$ cat src/rtl/pe_req_ctrl.sv
// rtl/pe_req_ctrl.sv - Wishbone request controller feeding an 8-input priority encoder
module pe_req_ctrl #(
    parameter logic [31:0] BASE_ADDR   = 32'h3000_0000,
    parameter int          SYNC_STAGES = 2
) (
    input  logic        wb_clk_i,
    input  logic        wb_rst_i,
    input  logic        wbs_cyc_i,
    input  logic        wbs_stb_i,
    input  logic        wbs_we_i,
    input  logic [3:0]  wbs_sel_i,
    input  logic [31:0] wbs_adr_i,
    input  logic [31:0] wbs_dat_i,
    output logic        wbs_ack_o,
    output logic [31:0] wbs_dat_o,
    input  logic [7:0]  req_i,
    output logic [7:0]  pe_in,
    output logic        pe_en,
    input  logic [2:0]  pe_code,
    input  logic        pe_gs,
    input  logic        pe_eno,
    output logic        irq_o
);

    localparam logic [1:0] REG_REQ  = 2'd0;
    localparam logic [1:0] REG_CLR  = 2'd1;
    localparam logic [1:0] REG_CTRL = 2'd2;
    localparam logic [1:0] REG_CODE = 2'd3;

    logic [SYNC_STAGES-1:0][7:0] sync_q;
    logic [7:0]  edge_q;
    logic [7:0]  rise;
    logic [7:0]  req_q;
    logic [7:0]  req_next;
    logic [7:0]  set_mask;
    logic [7:0]  clr_mask;
    logic        ctrl_en;
    logic        ctrl_pop_en;
    logic        hit;
    logic        wr;
    logic        rd;
    logic        pop;
    logic [1:0]  reg_sel;
    logic [31:0] rdata;
    logic        unused_bits;

    assign unused_bits = ^{wbs_sel_i[3:1], wbs_dat_i[31:8], wbs_adr_i[1:0]};

    assign hit     = wbs_cyc_i & wbs_stb_i & ~wbs_ack_o &
                     (wbs_adr_i[31:4] == BASE_ADDR[31:4]);
    assign reg_sel = wbs_adr_i[3:2];
    assign wr      = hit & wbs_we_i;
    assign rd      = hit & ~wbs_we_i;
    assign pop     = rd & (reg_sel == REG_CODE) & ctrl_pop_en & pe_gs;

    assign rise = sync_q[SYNC_STAGES-1] & ~edge_q;

    // Sets are OR-ed in after clears so a same-cycle set always wins.
    always_comb begin
        set_mask = rise;
        clr_mask = 8'h00;
        if (wr && wbs_sel_i[0] && reg_sel == REG_REQ)
            set_mask = set_mask | wbs_dat_i[7:0];
        if (wr && wbs_sel_i[0] && reg_sel == REG_CLR)
            clr_mask = wbs_dat_i[7:0];
        if (pop)
            clr_mask = clr_mask | (8'h01 << pe_code);
        req_next = (req_q & ~clr_mask) | set_mask;
    end

    always_comb begin
        rdata = 32'h0;
        case (reg_sel)
            REG_REQ:  rdata = {24'h0, req_q};
            REG_CLR:  rdata = 32'h0;
            REG_CTRL: rdata = {30'h0, ctrl_pop_en, ctrl_en};
            REG_CODE: rdata = {27'h0, pe_eno, pe_gs, pe_code};
            default:  rdata = 32'h0;
        endcase
    end

    always_ff @(posedge wb_clk_i) begin
        if (wb_rst_i) begin
            sync_q <= '0;
            edge_q <= 8'h00;
        end else begin
            sync_q[0] <= req_i;
            for (int i = 1; i < SYNC_STAGES; i++)
                sync_q[i] <= sync_q[i-1];
            edge_q <= sync_q[SYNC_STAGES-1];
        end
    end

    always_ff @(posedge wb_clk_i) begin
        if (wb_rst_i) begin
            req_q       <= 8'h00;
            ctrl_en     <= 1'b0;
            ctrl_pop_en <= 1'b1;
            wbs_ack_o   <= 1'b0;
            wbs_dat_o   <= 32'h0;
            irq_o       <= 1'b0;
        end else begin
            req_q     <= req_next;
            wbs_ack_o <= hit;
            irq_o     <= ctrl_en & (|req_q);
            if (hit)
                wbs_dat_o <= wbs_we_i ? 32'h0 : rdata;
            if (wr && wbs_sel_i[0] && reg_sel == REG_CTRL) begin
                ctrl_en     <= wbs_dat_i[0];
                ctrl_pop_en <= wbs_dat_i[1];
            end
        end
    end

    assign pe_in = req_q;
    assign pe_en = ctrl_en;

endmodule

$ cat config.mk
export PLATFORM = sky130hd
export DESIGN_NAME = pe_req_ctrl
export DESIGN_NICKNAME = d
export VERILOG_FILES = /design/src/rtl/pe_req_ctrl.sv
export SDC_FILE = /design/constraint.sdc
export NUM_CORES = 1
export LEC_CHECK = 0
export BUFFER_PORTS_ARGS = -buffer_cell sky130_fd_sc_hd__buf_2
export CORE_ASPECT_RATIO = 0.9
export CORE_MARGIN = 2
export CORE_UTILIZATION = 45
export DETAILED_ROUTE_END_ITERATION = 8
export GPL_TIMING_DRIVEN = 0
export PLACE_DENSITY = 0.83
export SLEW_MARGIN = 20
export SYNTH_ARGS = -nofsm -noshare
export SYNTH_HDL_FRONTEND = slang
export SYNTH_SLANG_ARGS = --single-unit
export TNS_END_PERCENT = 30
$ cat constraint.sdc
create_clock -name wb_clk_i -period 3.8 [get_ports wb_clk_i]
set_input_delay 0 -clock wb_clk_i [delete_from_list [all_inputs] [get_ports wb_clk_i]]
set_output_delay 0 -clock wb_clk_i [all_outputs]
set_load 0.02 [all_outputs]
## Word-level counts from Yosys, hierarchy flattened

Index checks and enable logic that the tools add are counted.
Widths: inputs -> output; s select.

- $lt $le $gt $ge: 0
- Div/mod/pow operators: 0
- Equal/unequal tests: 4
- Bitwise operators: 18
- Add/sub/neg operators: 0
- Shift operators: 1
- Mux-type cells: 5
- Multiply operators: 0
- Reduce and logical (&&, ||, !) cells: 6

Operators with widths:

| operator | number |
|---|---|
| $pmux 32 s4 | 1 |
| $mux 32 | 1 |
| $eq 28x26->1 const B | 1 |
| $mux 8 | 3 |
| $or 8x8->8 | 3 |
| $and 8x8->8 | 2 |
| $not 8->8 | 2 |
| $and 1x1->1 | 9 |
| $reduce_or 8->1 | 1 |
| $shl 1x3->8 const A | 1 |
| $eq 2x2->1 const B | 2 |
| $logic_and 1x1->1 | 4 |
| $eq 2x1->1 const B | 1 |
| $logic_not 2->1 | 1 |
| $not 1->1 | 2 |

- Memory bits (writable): 0
- Memories kept: 0
- Register bits after elaboration: 68
- Memory bits (read-only): 0
- Output and inout bits: 43
- Bits of input ports: 86
- Latch bits: 0

## Depth between registers and ports, before layout

- Word-level depth: 12
- Gate-level depth with buffers: 5

## Worst setup path before layout

OpenSTA, ideal clock, no wires.

- Path kind: register to register
- Start: register wbs_ack_o
- End: register wbs_dat_o[0]
- Slack: 2.150 ns
- Data required time: 3.730 ns
- Arrival time: 1.580 ns
- Cell stages (with the launch flop): 6
- Cell sequence: dfxtp_1 and4bb_1 nand4_2 buf_2 or4_1 a21oi_1

- Cells in the longest elaborated chain, start to end: 3

Ends and longest elaborated chain:

| element | line | source |
|---|---|---|
| start: declaration | 14 | `output logic wbs_ack_o,` |
| start signal: assignment | 104 | `wbs_ack_o <= hit;` |
| $not 1->1 | 49 | `assign hit = wbs_cyc_i & wbs_stb_i & ~wbs_ack_o &` |
| $and 1x1->1 (2 in series) | 49 |  |
| end signal: assignment | 107 | `wbs_dat_o <= wbs_we_i ? 32'h0 : rdata;` |
| end: declaration | 15 | `output logic [31:0] wbs_dat_o,` |

No other way between the ends.
A chain may end at the register's enable or synchronous reset.

## Worst setup path after layout

- Start: register ctrl_pop_en
- End: register req_q[0], in the netlist pe_in[0]

- Cells in the longest elaborated chain, start to end: 6

Ends and longest elaborated chain:

| element | line | source |
|---|---|---|
| start: declaration | 38 | `logic ctrl_pop_en;` |
| start signal: assignment | 110 | `ctrl_pop_en <= wbs_dat_i[1];` |
| $and 1x1->1 (2 in series) | 54 | `assign pop = rd & (reg_sel == REG_CODE) & ctrl_pop_en & pe_gs;` |
| $mux 8 | 66 | `if (pop)` |
| $not 8->8 | 68 | `req_next = (req_q & ~clr_mask) \| set_mask;` |
| $and 8x8->8 | 68 |  |
| $or 8x8->8 | 68 |  |
| end signal: assignment | 103 | `req_q <= req_next;` |
| end: declaration | 33 | `logic [7:0] req_q;` |

No other way between the ends.

==> metrics.cfg <==
[power]
finalPower_mw = 1.05
powerDensity_nw_per_um2 = 359
power.leakage_nw = 1.28
peakVddDrop_uv = 234

[worst_hold_path]
hp-class = input pin to flop

[drt]
first_iter_violations = 216
via_per_inst = 5.24
drtAntennaViolNets = 0
drt-wirelength-per-cell_microns = 13.5
drc = 0
wl_microns = 5630
vias = 2191
first_pass_iters = 4

[layout]
layout_common_cells = 75 x buf_2, 44 x dfxtp_1, 24 x nor2b_1, 24 x buf_4, 24 x conb_1
area_growth_pct = 35.4
layout_commonest_cell = buf_2
n_antenna_cell = 0
fill_cells = 408
drive_above_1_share_pct = 32.9
design_area_sq_um = 2930
nets = 441

[clocking]
post_cts_resized = 0
cts_buffers = 5
cts_root_buffer = clkbuf_8
clkTransAtPathRegs_ns = 0.08
insertion_delay_ns = 0.29
clock_path_buffers = 2
cts.sinks = 44
h-tree-depth = 2
cts_tree = done

[sta]
slew_violations = 0
finalHoldViolations = 0
rsz0062_at_grt = false
slew_headroom_pct = 52.4
period_share_pct = 50.2
max_freq_mhz = 524
finalCriticalPeriod_ns = 1.91
skew_ns = 0.00411
finalSetupViolCount = 0
tightest_slew_ns = 0.704
finalWorstSetupSlack_ns = 1.89
tns_ns = 0

[critical_path]
crit_required_ns = 3.97
endpoint_kind = flop
critical_path_class = flop to flop
startpoint_type = flop
cp_max_fo = 4
cp.arrival_ns = 2.07

[place]
port-buffer-count = 74
place_ws_ns = 1.98
dpl_cell_area_sq_um = 2700
hpwl_microns = 4230
gp_congestion = 0.908

[logic_synthesis]
synth_top_area_share_pct = 40.7
syn_area_sq_um = 2160
synth_seq_cells = 44
synth_area_leaders = dfxtp_1 41%, buf_4 8.3%, nor2b_1 6.9%, nand4_1 4.0%, o21ai_1 3.5%
synthFlopType = dfxtp_1
synth.distinct_cells = 38
syn_area_per_cell_sq_um = 9.01
syn_inst = 240
synth-seq-area-share_pct = 40.7
synth_top_area_cell = dfxtp_1
synth-edff-count = 0
ys.warnings.count = 0
synthArstFlopShare_pct = 0

[global_routing]
gr-total-overflow = 0
antenna_found_initial = 0
grt_max_degree = 15
grt_util_all_layers_pct = 21.3
grt_pass1_vias = 2097
grt_pass1_wl_microns = 9300

[outcome]
status = completed

[die]
core.rowCount = 23
die-area_sq_um = 5380
core-area_sq_um = 4550
die_h_microns = 69.8
start_util_pct = 47.6
die_w_microns = 77.1
num_io_pins = 129

[job]
drv_cap = 0

## cells by family after synthesis
logic type / after synthesis / share of synthesized area [%]
AOI/OAI and AO/OA: 50 / 13.9
buffers and inverters: 49 / 13.6
DFF: 44 / 40.7
muxes: 2 / 1.04
other: 1 / 0.173
and+or+nand+nor: 94 / 30.6
## critical path: stages, from the launching register on
cell	delay, ns
dfxtp_1	0.38
nor4bb_1	0.59
or4b_1	0.51
a32oi_1	0.20
a31oi_1	0.10
## cell usage after synthesis (all sizes together) (7+ instances only)
cell type,number
dfxtp,44
buf,27
nor2b,24
o21ai,16
nand4,15
a21oi,14
clkbuf,13
nand2,10
nor4,10
inv,9
a31oi,8
or4,8
a32oi,7
## metal layers
| metal | vias to the layer above | wire length [microns] | global-route usage (%) |
|---|---|---|---|
| met4 | 0 | 48 | 6.75 |
| met1 | 1001 | 2330 | 25.3 |
| met3 | 11 | 448 | 5.21 |
| met2 | 111 | 2800 | 37.7 |
| li1 | 1068 | - | - |
| met5 | - | 0 | 0 |
## where the power goes
| group | switching, mW | leakage, nW | total [mW] | internal, mW |
|---|---|---|---|---|
| Sequential | 0.0189 | 0.361 | 0.500 | 0.481 |
| Combinational | 0.0929 | 0.856 | 0.174 | 0.0809 |
| Clock | 0.162 | 0.0614 | 0.377 | 0.215 |
| Total | 0.274 | 1.28 | 1.05 | 0.777 |
## path summary, 6_finish.rpt
path | from | endpoint | slack [ns] | cells past startpoint
worst min register to register | sync_q[4] | sync_q[12] | 0.44 | 1
worst min-delay path | wbs_dat_i[0] | pe_en | 0.009 | 3
worst max-delay path | ctrl_pop_en | pe_in[0] | 1.89 | 4
worst max register to register | ctrl_pop_en | pe_in[0] | 1.89 | 4
## state kept, by name (all words and copies together) (netlist names)
signal,flops
edge_q,8
pe_in,8
pe_en,1
wbs_dat_o,8
wbs_ack_o,1
ctrl_pop_en,1
irq_o,1
sync_q,16
## layout make-up
type | count | area, sq um | share of cell area [%]
multi-input combinational | 170 | 1070 | 36.7
sequential | 44 | 881 | 30.1
timing repair buffer | 85 | 480 | 16.4
buffer | 40 | 260 | 8.89
clock buffer | 6 | 82.6 | 2.82
tap | 62 | 77.6 | 2.65
clock inverter | 2 | 38.8 | 1.32
inverter | 9 | 33.8 | 1.15
## repair_timing
action	4_1_cts	5_1_grt
hold buffers	11	0
endpoints found under the setup margin	0	0
setup buffers	0	0
hold endpoints to repair	11	0
## per-stage QoR
step	utilization [%]	instances	hold slack, ns
5_1_grt	64.4	418	0.0183
4_1_cts	64.4	418	0.00248
3_3_place_gp	59.3	399	0.205
6_report	64.4	418	0.00931
2_1_floorplan	-	263	0.128
3_5_place_dp	59.3	399	0.215
Note: power is estimated with default switching activity, not from simulation.
